--- config.mk ---
export PLATFORM = sky130hd
export DESIGN_NAME = pam4_tx_sequencer
export DESIGN_NICKNAME = d
export VERILOG_FILES = /design/src/rtl/pam4_tx_sequencer.sv
export SDC_FILE = /design/constraint.sdc
export NUM_CORES = 1
export LEC_CHECK = 0
export CORE_ASPECT_RATIO = 0.75
export CORE_MARGIN = 2
export CORE_UTILIZATION = 42
export DETAILED_ROUTE_END_ITERATION = 12
export SETUP_SLACK_MARGIN = 0.05
export SYNTH_ARGS = -nofsm -noshare
export SYNTH_HDL_FRONTEND = slang
export SYNTH_SLANG_ARGS = --single-unit
--- constraint.sdc ---
create_clock -name clk -period 2.6 [get_ports clk]
set_input_delay 0.52 -clock clk [delete_from_list [all_inputs] [get_ports clk]]
set_output_delay 0.52 -clock clk [all_outputs]
set_load 0.03 [all_outputs]
--- src/rtl/pam4_tx_sequencer.sv ---
// PAM-4 transmit sequencer: frames a preamble of alternating outer levels followed by
// payload bytes serialised MSB-first as 2-bit symbols for the PAM-4 encoder.
module pam4_tx_sequencer #(
    parameter int PREAMBLE_LEN = 16,
    parameter int FRAME_BYTES  = 32
) (
    input  logic        clk,
    input  logic        rstn,
    input  logic        start,
    input  logic        abort,
    input  logic [7:0]  byte_in,
    input  logic        byte_in_valid,
    output logic        byte_in_ready,
    output logic [1:0]  symbol_out,
    output logic        symbol_out_valid,
    output logic        busy,
    output logic        frame_done,
    output logic [15:0] underrun_cnt
);

    typedef enum logic [1:0] {
        IDLE     = 2'd0,
        PREAMBLE = 2'd1,
        PAYLOAD  = 2'd2
    } state_t;

    localparam logic [7:0] PRE_LAST    = 8'(PREAMBLE_LEN - 1);
    localparam logic [7:0] BYTES_TOTAL = 8'(FRAME_BYTES);

    state_t      state_q, state_d;
    logic [7:0]  pre_cnt_q, pre_cnt_d;
    logic [7:0]  acc_cnt_q, acc_cnt_d;
    logic [7:0]  shift_q, shift_d;
    logic        full_q, full_d;
    logic [1:0]  idx_q, idx_d;
    logic [1:0]  sym_q, sym_d;
    logic        sym_valid_q, sym_valid_d;
    logic        done_q, done_d;
    logic [15:0] underrun_q, underrun_d;
    logic        byte_accept;

    // A new byte may enter while the register is empty, or on the edge that shifts
    // out the last symbol of the current byte so payload stays gap-free.
    assign byte_in_ready = ((state_q == PREAMBLE) || (state_q == PAYLOAD)) &&
                           (acc_cnt_q < BYTES_TOTAL) &&
                           (!full_q || ((state_q == PAYLOAD) && (idx_q == 2'd3)));
    assign byte_accept   = byte_in_valid && byte_in_ready;

    assign symbol_out       = sym_q;
    assign symbol_out_valid = sym_valid_q;
    assign busy             = (state_q != IDLE);
    assign frame_done       = done_q;
    assign underrun_cnt     = underrun_q;

    always_comb begin
        state_d     = state_q;
        pre_cnt_d   = pre_cnt_q;
        acc_cnt_d   = acc_cnt_q;
        shift_d     = shift_q;
        full_d      = full_q;
        idx_d       = idx_q;
        sym_d       = sym_q;
        sym_valid_d = 1'b0;
        done_d      = 1'b0;
        underrun_d  = underrun_q;

        if (abort) begin
            state_d   = IDLE;
            pre_cnt_d = '0;
            acc_cnt_d = '0;
            full_d    = 1'b0;
            idx_d     = '0;
        end else begin
            unique case (state_q)
                IDLE: begin
                    if (start) begin
                        state_d    = PREAMBLE;
                        underrun_d = '0;
                        pre_cnt_d  = '0;
                        acc_cnt_d  = '0;
                        full_d     = 1'b0;
                        idx_d      = '0;
                    end
                end
                PREAMBLE: begin
                    sym_d       = pre_cnt_q[0] ? 2'b00 : 2'b11;
                    sym_valid_d = 1'b1;
                    if (pre_cnt_q == PRE_LAST) begin
                        state_d   = PAYLOAD;
                        pre_cnt_d = '0;
                    end else begin
                        pre_cnt_d = pre_cnt_q + 8'd1;
                    end
                    if (byte_accept) begin
                        shift_d   = byte_in;
                        full_d    = 1'b1;
                        acc_cnt_d = acc_cnt_q + 8'd1;
                        idx_d     = '0;
                    end
                end
                PAYLOAD: begin
                    if (full_q) begin
                        sym_d       = shift_q[7:6];
                        sym_valid_d = 1'b1;
                        shift_d     = {shift_q[5:0], 2'b00};
                        idx_d       = idx_q + 2'd1;
                        if (idx_q == 2'd3) begin
                            if (byte_accept) begin
                                shift_d   = byte_in;
                                acc_cnt_d = acc_cnt_q + 8'd1;
                            end else begin
                                full_d = 1'b0;
                            end
                            // Every byte already taken in means this was the frame's last symbol.
                            if (acc_cnt_q == BYTES_TOTAL) begin
                                done_d    = 1'b1;
                                state_d   = IDLE;
                                acc_cnt_d = '0;
                            end
                        end
                    end else begin
                        if (underrun_q != 16'hFFFF) begin
                            underrun_d = underrun_q + 16'd1;
                        end
                        if (byte_accept) begin
                            shift_d   = byte_in;
                            full_d    = 1'b1;
                            acc_cnt_d = acc_cnt_q + 8'd1;
                            idx_d     = '0;
                        end
                    end
                end
                default: state_d = IDLE;
            endcase
        end
    end

    always_ff @(posedge clk or negedge rstn) begin
        if (!rstn) begin
            state_q     <= IDLE;
            pre_cnt_q   <= '0;
            acc_cnt_q   <= '0;
            shift_q     <= '0;
            full_q      <= 1'b0;
            idx_q       <= '0;
            sym_q       <= 2'b00;
            sym_valid_q <= 1'b0;
            done_q      <= 1'b0;
            underrun_q  <= '0;
        end else begin
            state_q     <= state_d;
            pre_cnt_q   <= pre_cnt_d;
            acc_cnt_q   <= acc_cnt_d;
            shift_q     <= shift_d;
            full_q      <= full_d;
            idx_q       <= idx_d;
            sym_q       <= sym_d;
            sym_valid_q <= sym_valid_d;
            done_q      <= done_d;
            underrun_q  <= underrun_d;
        end
    end

endmodule

# == Yosys cells after proc, flatten, opt, wreduce, memory -nomap -nowiden ==
# Cells that the tools add are included.
# word_totals
out_inout_bits,22
word_cells,103
input_bits,13
register_bits,49
# op_classes
n_eq_ne,17
n_reduce_logical,21
bitwise,1
magnitude_cmp,1
muxes,49
n_addsub,4
# ops
cell,count
two-way mux 8 bit,12
two-way mux 16 bit,3
one-hot mux 16 bit (2 select lines),1
one-hot mux 8 bit (2 select lines),2
two-way mux 2 bit,12
one-hot mux 8 bit (3 select lines),1
adder 16 x 1 -> 16 bit (second input constant),1
adder 8 x 1 -> 8 bit (second input constant),2
!= test 16 bit (second input constant),1
two-way mux 1 bit,13
one-hot mux 2 bit (3 select lines),2
AND reduction 5 bit,2
!= test 3 x 2 -> 1 bit (second input constant),3
!= test 3 bit (second input constant),3
AND reduction 3 bit,3
equality test 8 x 4 -> 1 bit (second input constant),1
equality test 8 x 6 -> 1 bit (second input constant),1
less-than comparator 8 x 6 -> 1 bit (second input constant),1
!= test 2 bit (second input constant),3
AND reduction 2 bit,3
nonzero test 2 bit,3
equality test 2 bit (second input constant),2
logical AND 1 bit,4
!= test 4 x 3 -> 1 bit (second input constant),1
other kinds (12),13

# == Depth between registers and ports, before layout ==
# logic_depth
depth_word,11
depth_mapped,10
ltp_nobuf,7

# == Worst setup path before layout ==
# No wires, ideal clock.
# synth_path
path_kind,reg2reg
start,register state_q[0]
end,"register underrun_q[6], in the netlist underrun_cnt[6]"
setup_slack_ns,0.511
setup_time_ns,0.069
period_less_slack_ns,2.089
path_stages_with_launch,10
arrival_ns,2.020
n_path_buf,2
required_ns,2.531
path_cell_list,dfrtp_1 -> inv_1 -> ha_1 -> and2_4 -> buf_6 -> nor4_4 -> o31ai_2 -> buf_6 -> or4_1 -> nand3_1
# synth_between
elab_chain_len,3
elab_cells_between_ends,8
classes_between,eq/ne: 4; mux: 1; reduce/logical: 3
# synth_rtl
item,line_no,text
"start, declared",30,"state_t state_q, state_d;"
"start signal, assigned",151,state_q <= state_d;
equality test 2 bit or zero test 2 bit (tied branches),74,unique case (state_q)
!= test 2 x 1 -> 1 bit (no source line) (tied with other cells),n/a,
AND reduction 5 bit (no source line),n/a,
"end signal, assigned",160,underrun_q <= underrun_d;
"end, declared",39,"logic [15:0] underrun_q, underrun_d;"
# Several ways; a longest one is shown, not always the timed one.
# A chain may end at the register's enable or synchronous reset.

# == Worst setup path after layout ==
# layout_path
start,register state_q[0]
end,output port busy
# layout_between
elab_chain_len,1
# layout_rtl
item,line_no,text
nonzero test 2 bit,51,assign busy = (state_q != IDLE);
"end, declared",16,"output logic busy,"
# Every way passes these cells.

==> results_dict.tcl <==
set metrics [dict create \
    outcome "completed" \
    path_common_cell "inv_1" \
    cts_sinks 49 \
    finalCritPeriodShare_pct 90.36 \
    gp_congestion 0.8064 \
    yosysTopAreaCell "dfrtp_1" \
    root_buffer "clkbuf_8" \
    synth.net_count 348 \
    power.leakage_nw 1.483 \
    setup_viol 0 \
    drv_cap 0 \
    start_util_pct 42.88 \
    p_per_area_nw_per_um2 735.7 \
    worst_pin_slew_ns 0.6130 \
    final_common_cell "dfrtp_1" \
    cp_slowest_cell "clkdlybuf4s50_1" \
    ys_ff_latch 49 \
    viasPerCell 5.608 \
    yosys_warnings 0 \
    start_kind "flop" \
    final_antenna_net_count 0 \
    drive_above_1_share_pct 9.264 \
    cp-end-kind "output port" \
    arrival_ns 1.83 \
    clockBufferDepth 2 \
    wl_per_cell_um 15.23 \
    crit_type "flop to output port" \
    skew_ns 0.003917 \
    post_cts_buffers 0 \
    yosysSeqAreaShare_pct 42.46 \
    ctsHoldBuffers 0 \
    synth_top_area_share_pct 42.46 \
    pin_count 35 \
    port_buffers 34 \
    final_nets 389 \
    core_area_sq_um 6734 \
    max_stage_delay_ns 0.66 \
    final_cell_mix "49 x dfrtp_1, 43 x nand2_1, 32 x clkdlybuf4s50_1" \
    hold_class "primary input to async pin" \
    grt-ovfl-total 0 \
    post-place-ws_ns 0.04803 \
    first_pass_iters 4 \
    row_count 26 \
    synth-edff-count 0 \
    critPathTopFamily "buffers and inverters" \
    fmax_mhz 425.7 \
    cp_max_fo 7 \
    layout_min_cycle_time_ns 2.349 \
    cts_tree "done" \
    maxSlewViolCount 0 \
    synth.avg_cell_area_sq_um 8.885 \
    hold_viol 0 \
    synth-async-reset-ratio_pct 100.0 \
    fin_tns_setup_ns 0 \
    clk_pin_slew_ns 0.09 \
    required_ns 2.08 \
    grt_first_pass_wirelength_um 11590 \
    worst-path-buf-inv 3 \
    relSlewSlack_pct 59.14 \
    h-tree-depth 2 \
    fill_cells 633 \
    crit_chain "inv_1 > ha_1 > inv_1 > clkdlybuf4s50_1" \
    clock_latency_ns 0.30 \
    die_w_um 99.75 \
    die-area_sq_um 7562 \
    cts_buffers 5 \
    synth_area_sq_um 2888 \
    dp_hpwl_um 5092 \
    drc_errors 0 \
    grt_max_degree 26 \
    synth_ff_type "dfrtp_1" \
    area_growth_pct 21.71 \
    netlist_top_cells_area "dfrtp_1 42%, nand2_1 5.6%, o21ai_0 4.5%, ha_1 4.3%, nand3_1 3.8%" \
    fin_ws_ns 0.2507 \
    wl_um 6867 \
    vias 2529 \
    rsz0062_at_grt "false" \
    drt_iter0_markers 118 \
    die_h_um 75.81 \
    antenna_found_initial 0 \
    grtUsageTotal_pct 19.21 \
    syn_inst 325 \
    synth_cell_types 49 \
    vdd_drop_max_mv 0.2914 \
    grt_pass1_vias 2312 \
    antenna_cells 0 \
]
## path summary, 6_finish.rpt
check,start,end,slack [ns],cells after the start
max in group asynchronous,rstn,pre_cnt_q[2],1.83,2
max reg2reg,state_q[0],acc_cnt_q[1],0.35,8
min in group clk,idx_q[0],idx_q[0],0.50,1
min,rstn,underrun_cnt[9],0.22,1
max,state_q[0],busy,0.25,4
min reg2reg,idx_q[0],idx_q[0],0.50,1
## power breakdown
part,total (W),internal (W),switching (W),leakage [nW]
combinational,0.000996,0.000405,0.000591,0.748
sequential,0.000940,0.000858,0.0000815,0.667
clock,0.000650,0.000382,0.000267,0.0681
total,0.00259,0.00165,0.000940,1.48
## area by class of cell
cell class | instances | area (sq um) | area share, %
tap | 84 | 105.1 | 2.990
multi-input combinational | 249 | 1541 | 43.86
inverter | 10 | 37.54 | 1.068
sequential | 49 | 1226 | 34.89
clock buffer | 5 | 68.82 | 1.958
timing repair buffer | 51 | 470.5 | 13.39
clock inverter | 3 | 65.06 | 1.851
## cells in the mapped netlist (8+ instances only)
library cell,n
a21oi_1,8
a31oi_1,8
and2_1,9
clkbuf_1,12
dfrtp_1,49
ha_1,10
inv_1,10
nand2_1,43
nand3_1,22
nor2_1,19
nor3_1,10
o21ai_0,26
## layer usage
layer	track usage, %	vias to the layer above	wire length, um
li1	-	1278	-
met1	28.97	1203	3598
met2	30.18	46	3001
met3	3.028	2	249
met4	2.588	0	18
met5	0	-	0
## cell families after synthesis
group / share of synthesized area, %
buffers and inverters: 4.376
AOI/OAI and AO/OA: 19.97
and+or+nand+nor: 26.47
adders and majority gates: 4.333
xor gates and xnor gates: 0.3033
muxes: 2.080
DFF: 42.46
## timing repair
action,in CTS,in global routing
hold endpoints to repair,0,0
cloned,0,0
endpoints found under the setup margin,1,1
pin swaps,0,0
resized for setup,2,2
## sequential cells by signal (all words and copies together) (netlist names)
register and cells:
acc_cnt_q 8, symbol_out 2, frame_done 1, state_q 2, shift_q 8, full_q 1
pre_cnt_q 8, idx_q 2, symbol_out_valid 1, underrun_cnt 16
## metrics by stage
step	cells	instance area [sq um]	utilization, %	hold slack, ns	total power [W]
after global routing	451	3515	52.19	0.2599	0.002760
after CTS	451	3518	52.25	0.2364	0.002607
after global placement	443	3379	50.19	0.4847	0.001949
final	451	3515	52.19	0.2182	0.002586
after floorplan	325	2888	-	0.2244	0.001612
after detailed placement	443	3379	50.19	0.4834	0.001955
Power figures use the tool's default switching activity.
==> RTL edit 1 (same flow settings) <==
The 3 states of `state_t` get a one-hot encoding in 3 bits.
--- a/src/rtl/pam4_tx_sequencer.sv
+++ b/src/rtl/pam4_tx_sequencer.sv
@@ -18,10 +18,10 @@
     output logic [15:0] underrun_cnt
 );
 
-    typedef enum logic [1:0] {
-        IDLE     = 2'd0,
-        PREAMBLE = 2'd1,
-        PAYLOAD  = 2'd2
+    typedef enum logic [2:0] {
+        IDLE     = 3'b001,
+        PREAMBLE = 3'b010,
+        PAYLOAD  = 3'b100
     } state_t;
 
     localparam logic [7:0] PRE_LAST    = 8'(PREAMBLE_LEN - 1);
Formal check against the unedited RTL: same outputs for any inputs over 10 cycles, from zero or initial values and one cycle with rstn low; not proved beyond that.
==> RTL edit 1 against the original RTL <==
- sequential share of layout area up 1.6 points
- count of clock-buffer cells in the layout unchanged
- synthesized area shrank 2.7%
- setup slack worse by 97 ps
- sequential cell count rose by 1
- wire length up 2.9%
- core utilization rose by 1.7 points
- design area down 2.2%
- critical path type unchanged
- largest cell class unchanged
- highest routed layer unchanged
Power is not compared: it rests on default switching activity, and its combinational part moved more than twofold at a synthesized area within 25%.
==> RTL edit 1: results (changes against the original RTL) <==
[routing]
wl_met1_mm = 3.844  ; +6.8%
drt_wl_total_mm = 7.065  ; +2.9%
dr.pass1.iters = 4  ; unchanged
dr_wl_met3_um = 249  ; unchanged
drt_iter0_drc = 182  ; +54%
vias = 2534  ; +0.20%
top_layer = met4
route.met2.wl_mm = 2.939  ; -2.1%

[global_route]
grt_pass1_vias = 2315  ; +0.13%
gr-usage-all-layers_pct = 19.59  ; +0.38 points
gr-usage-met2_pct = 29.78  ; -0.40 points
grt.busiest_layer = met1
antenna_found_initial = 0  ; unchanged
grt_pass1_wl_mm = 11.48  ; -0.96%
grtUsageMet1_pct = 29.82  ; +0.84 points
grt_max_degree = 22  ; -15%
grtUsageMet3_pct = 3.528  ; +0.50 points

[placed_design]
gp_congestion = 0.8099  ; +0.43%
preCtsSetupSlack_ps = 58.71  ; +10.68 ps
placedInstanceArea_um2 = 3326  ; -1.6%
numPortBuffers = 34  ; unchanged
dpl.hpwl_mm = 5.156  ; +1.2%

[cts]
cts_root_buf = clkbuf_8
postCtsSetupRepairBufs = 0  ; unchanged
cts_max_level = 2  ; unchanged
path_clk_slew_ps = 90  ; about the same
ctsResizeCount = 1  ; -1
numCtsBuffers = 5  ; unchanged
clockBufferDepth = 2  ; unchanged
insertion_delay_ps = 300  ; about the same

[synthesis]
synth.yosys.seq_area_share_pct = 44.59  ; +2.1 points
async_flop_share_pct = 100.0  ; unchanged
synth_cell_type_count = 51  ; +4.1%
synth_area_leaders = dfrtp_1 44%, o21ai_0 6.4%, nand2_1 4.9%
synthFlopType = dfrtp_1
syn_nets = 338  ; -2.9%
yosysWarningCount = 0  ; unchanged
ys_top_cells_by_count = 49 x dfrtp_1, 37 x nand2_1, 36 x o21ai_0

[setup_path]
max_stage_delay_ps = 460  ; -200 ps
worstPathMaxFanout = 16  ; +9
cp.arrival_ps = 1930  ; +100 ps
crit_family = buffers and inverters
slowest_stage = dfstp_2

[power]
p_leak_nw = 1.406
peakVddDrop_mv = 0.3364

[layout]
largest_reg_flops = 16  ; unchanged
nets = 384  ; -1.3%
antennaDiodeCount = 0  ; unchanged
drive_gt1_share_pct = 9.264  ; unchanged
fill_cells = 598  ; -5.5%

[hold_path]
hold_class = in -> async

[outcome]
status = finished clean

[timing]
skew_ps = 7.131  ; +3.213 ps
worst_pin_slew_ps = 902.4  ; +289.4 ps

-- RTL edit 1: changes by cell type after synthesis, sizes merged, moves of 6 or more --
cell	delta
nand2	-6
o21ai	+11
nor2	+8
a21oi	+13
mux2i	-6
and2	-9
-- RTL edit 1: final timing paths --
check,start,slack (ps),cells after the start,end
setup / recovery,state_q[0],150,4,byte_in_ready
hold / removal,rstn,190,1,pre_cnt_q[2]
setup reg to reg,state_q[0],290,5,full_q
hold reg to reg,underrun_cnt[5],500,1,underrun_cnt[5]
max in group asynchronous,rstn,1770,2,symbol_out[0]
min in group clk,underrun_cnt[5],500,1,underrun_cnt[5]
-- RTL edit 1: report_power, final --
part / internal (mW) / switching, mW
Sequential: 0.816 / 0.0527
Combinational: 0.137 / 0.179
Clock: 0.289 / 0.274
Total: 1.24 / 0.505
-- RTL edit 1: per-stage QoR --
step                      std cells  util, %
after global placement          440    52.12
final                           448    53.86
after global routing            448    53.86
after CTS                       448    53.86
after floorplan                 320        -
after detailed placement        440    52.12
-- RTL edit 1: final cells by class --
cell class	count	area (um^2)	share of cell area [%]
Sequential cell	50	1252	36.44
Clock inverter	3	43.79	1.274
Timing Repair Buffer	53	476.7	13.87
Tap cell	81	101.3	2.949
Multi-Input combinational cell	246	1456	42.37
Clock buffer	5	68.82	2.002
Inverter	10	37.54	1.092
-- RTL edit 1: kinds of logic (layout without fill, tap and decap cells) --
logic type      after synthesis  count (layout)  share of synthesized area, %
simple gates                126             126                         22.41
mux                           3               3                         1.203
buf+inv                      24              71                         3.564
xor+xnor                      7               7                         2.183
flops                        50              50                         44.59
compound gates              105             105                         23.83
fa+ha+maj                     5               5                         2.227
==> RTL edit 2 (same settings) <==
Made on the original files. Set the parameter `FRAME_BYTES` to 16 (it was 32).
--- a/src/rtl/pam4_tx_sequencer.sv
+++ b/src/rtl/pam4_tx_sequencer.sv
@@ -2,7 +2,7 @@
 // payload bytes serialised MSB-first as 2-bit symbols for the PAM-4 encoder.
 module pam4_tx_sequencer #(
     parameter int PREAMBLE_LEN = 16,
-    parameter int FRAME_BYTES  = 32
+    parameter int FRAME_BYTES  = 16
 ) (
     input  logic        clk,
     input  logic        rstn,
Formal check against the unedited RTL: no difference found for any inputs over 10 cycles, from zero or initial values and one cycle with rstn low; that may be too few to reach the edited logic, so the function may still have changed.
==> RTL edit 2 against the original RTL <==
- design area decreased by 2.3%
- count of clock-buffer cells in the layout unchanged
- sequential power increased by 2%
- sequential cell count unchanged
- synthesized area decreased by 1.7%
- total power decreased by 0.94%
- register-to-register slack improved by 20 ps
- final cell count decreased by 6.9%
- wire length decreased by 8.5%
- setup slack got worse by 17 ps
- hold slack got worse by 29 ps
- largest power group is now sequential cells
- highest routed layer unchanged
==> RTL edit 2: results (changes against the original RTL) <==
[placed_design]
gp_congestion = 0.7542  ; -6.5%
placedInstanceArea_um2 = 3296  ; -2.5%
preCtsSetupSlack_ps = 215.4  ; +167.3 ps
dpl.hpwl_mm = 4.678  ; -8.1%

[power]
p_switching_uw = 932.8  ; -0.77%
p_leak_nw = 1.412  ; -4.8%
peakVddDrop_mv = 0.3846  ; +32%

[synthesis]
synth_cells = 298  ; -8.3%
syn_nets = 321  ; -7.8%
synth_area_leaders = dfrtp_1 43%, nand2_1 4.5%, ha_1 4.4%
ys_top_cells_by_count = 49 x dfrtp_1, 34 x nand2_1, 33 x nor2_1
synth.yosys.seq_area_share_pct = 43.21  ; +0.75 points
synth_cell_type_count = 66  ; +35%

[layout]
antennaDiodeCount = 0  ; unchanged
final_util_pct = 53.52  ; +1.3 points
layoutNonFillerInstCount = 420  ; -6.9%
nets = 361  ; -7.2%
drive_gt1_share_pct = 12.09  ; +2.8 points

[global_route]
grt_pass1_wl_mm = 10.85  ; -6.4%
gr-usage-all-layers_pct = 18.22  ; -0.99 points
grt_max_degree = 28  ; +7.7%
grt_pass1_vias = 2160  ; -6.6%

[routing]
drt_wl_total_mm = 6.281  ; -8.5%
viasPerCell = 5.514  ; -1.7%
drt_iter0_drc = 111  ; -5.9%

[timing]
worst_pin_slew_ps = 618.9  ; +5.958 ps
skew_ps = 8.172  ; +4.255 ps
whs_ps = 188.8  ; -29.37 ps

[outcome]
status = finished clean

[setup_path]
reg2reg_to = underrun_cnt[10]
cp.arrival_ps = 1850  ; +20 ps

RTL edit 2: layer usage:
layer / vias to the layer above / share of wire (%) / track usage [%] / routed length (um)
li1: 1171 / - / - / -
met1: 1094 / 52 / 27.70 / 3263
met2: 49 / 43 / 27.40 / 2715
met3: 2 / 4.5 / 3.621 / 281
met4: 0 / 0.32 / 3.196 / 20
met5: - / 0 / 0 / 0
RTL edit 2: cells by family (layout without fill, tap and decap cells):
group                      after synthesis  after routing  share of synthesized area (%)
AOI/OAI and AO/OA                       73             73                          19.53
and+or+nand+nor                        134            134                          26.01
DFF                                     49             49                          43.21
xor gates and xnor gates                 4              4                          1.235
buffers and inverters                   22             63                          3.439
muxes                                    6              6                          2.161
adders and majority gates               10             10                          4.409
RTL edit 2: area by class of cell:
type | count | share of cell area (%)
Multi-Input combinational cell | 227 | 44.19
Clock inverter | 3 | 1.896
Timing Repair Buffer | 42 | 11.81
Inverter | 13 | 1.422
Clock buffer | 5 | 2.005
Tap cell | 81 | 2.953
Sequential cell | 49 | 35.73
RTL edit 2: power groups by stage:
| stage | clock network (mW) | registers, mW | logic [mW] |
|---|---|---|---|
| 2_1_floorplan | 0 | 0.989 | 0.634 |
| 3_3_place_gp | 0 | 0.970 | 0.947 |
| 3_5_place_dp | 0 | 0.974 | 0.952 |
| 4_1_cts | 0.664 | 0.960 | 0.955 |
| 5_1_grt | 0.695 | 0.976 | 1.06 |
| 6_report | 0.647 | 0.959 | 0.956 |
RTL edit 2: repair_timing:
| item | in CTS | in global routing |
|---|---|---|
| gates resized for setup | 0 | 1 |
| setup buffers | 0 | 0 |
| hold buffers | 0 | 0 |
| endpoints found under the setup margin | 0 | 1 |
RTL edit 2: worst max path at each step:
stage                    start            end  slack, ps  cells past startpoint
floorplan           state_q[0]  byte_in_ready        130                      4
global placement         abort   acc_cnt_q[4]        300                      5
detailed placement       abort   acc_cnt_q[1]        220                      5
CTS                 state_q[0]           busy         90                      4
global route        state_q[0]           busy        130                      4
finish              state_q[0]           busy        230                      4
RTL edit 2: worst max-delay path: stages, from the launching register on:
cell	delay [ps]
dfrtp_1	430
inv_1	120
ha_2	310
inv_1	80
clkdlybuf4s50_1	600
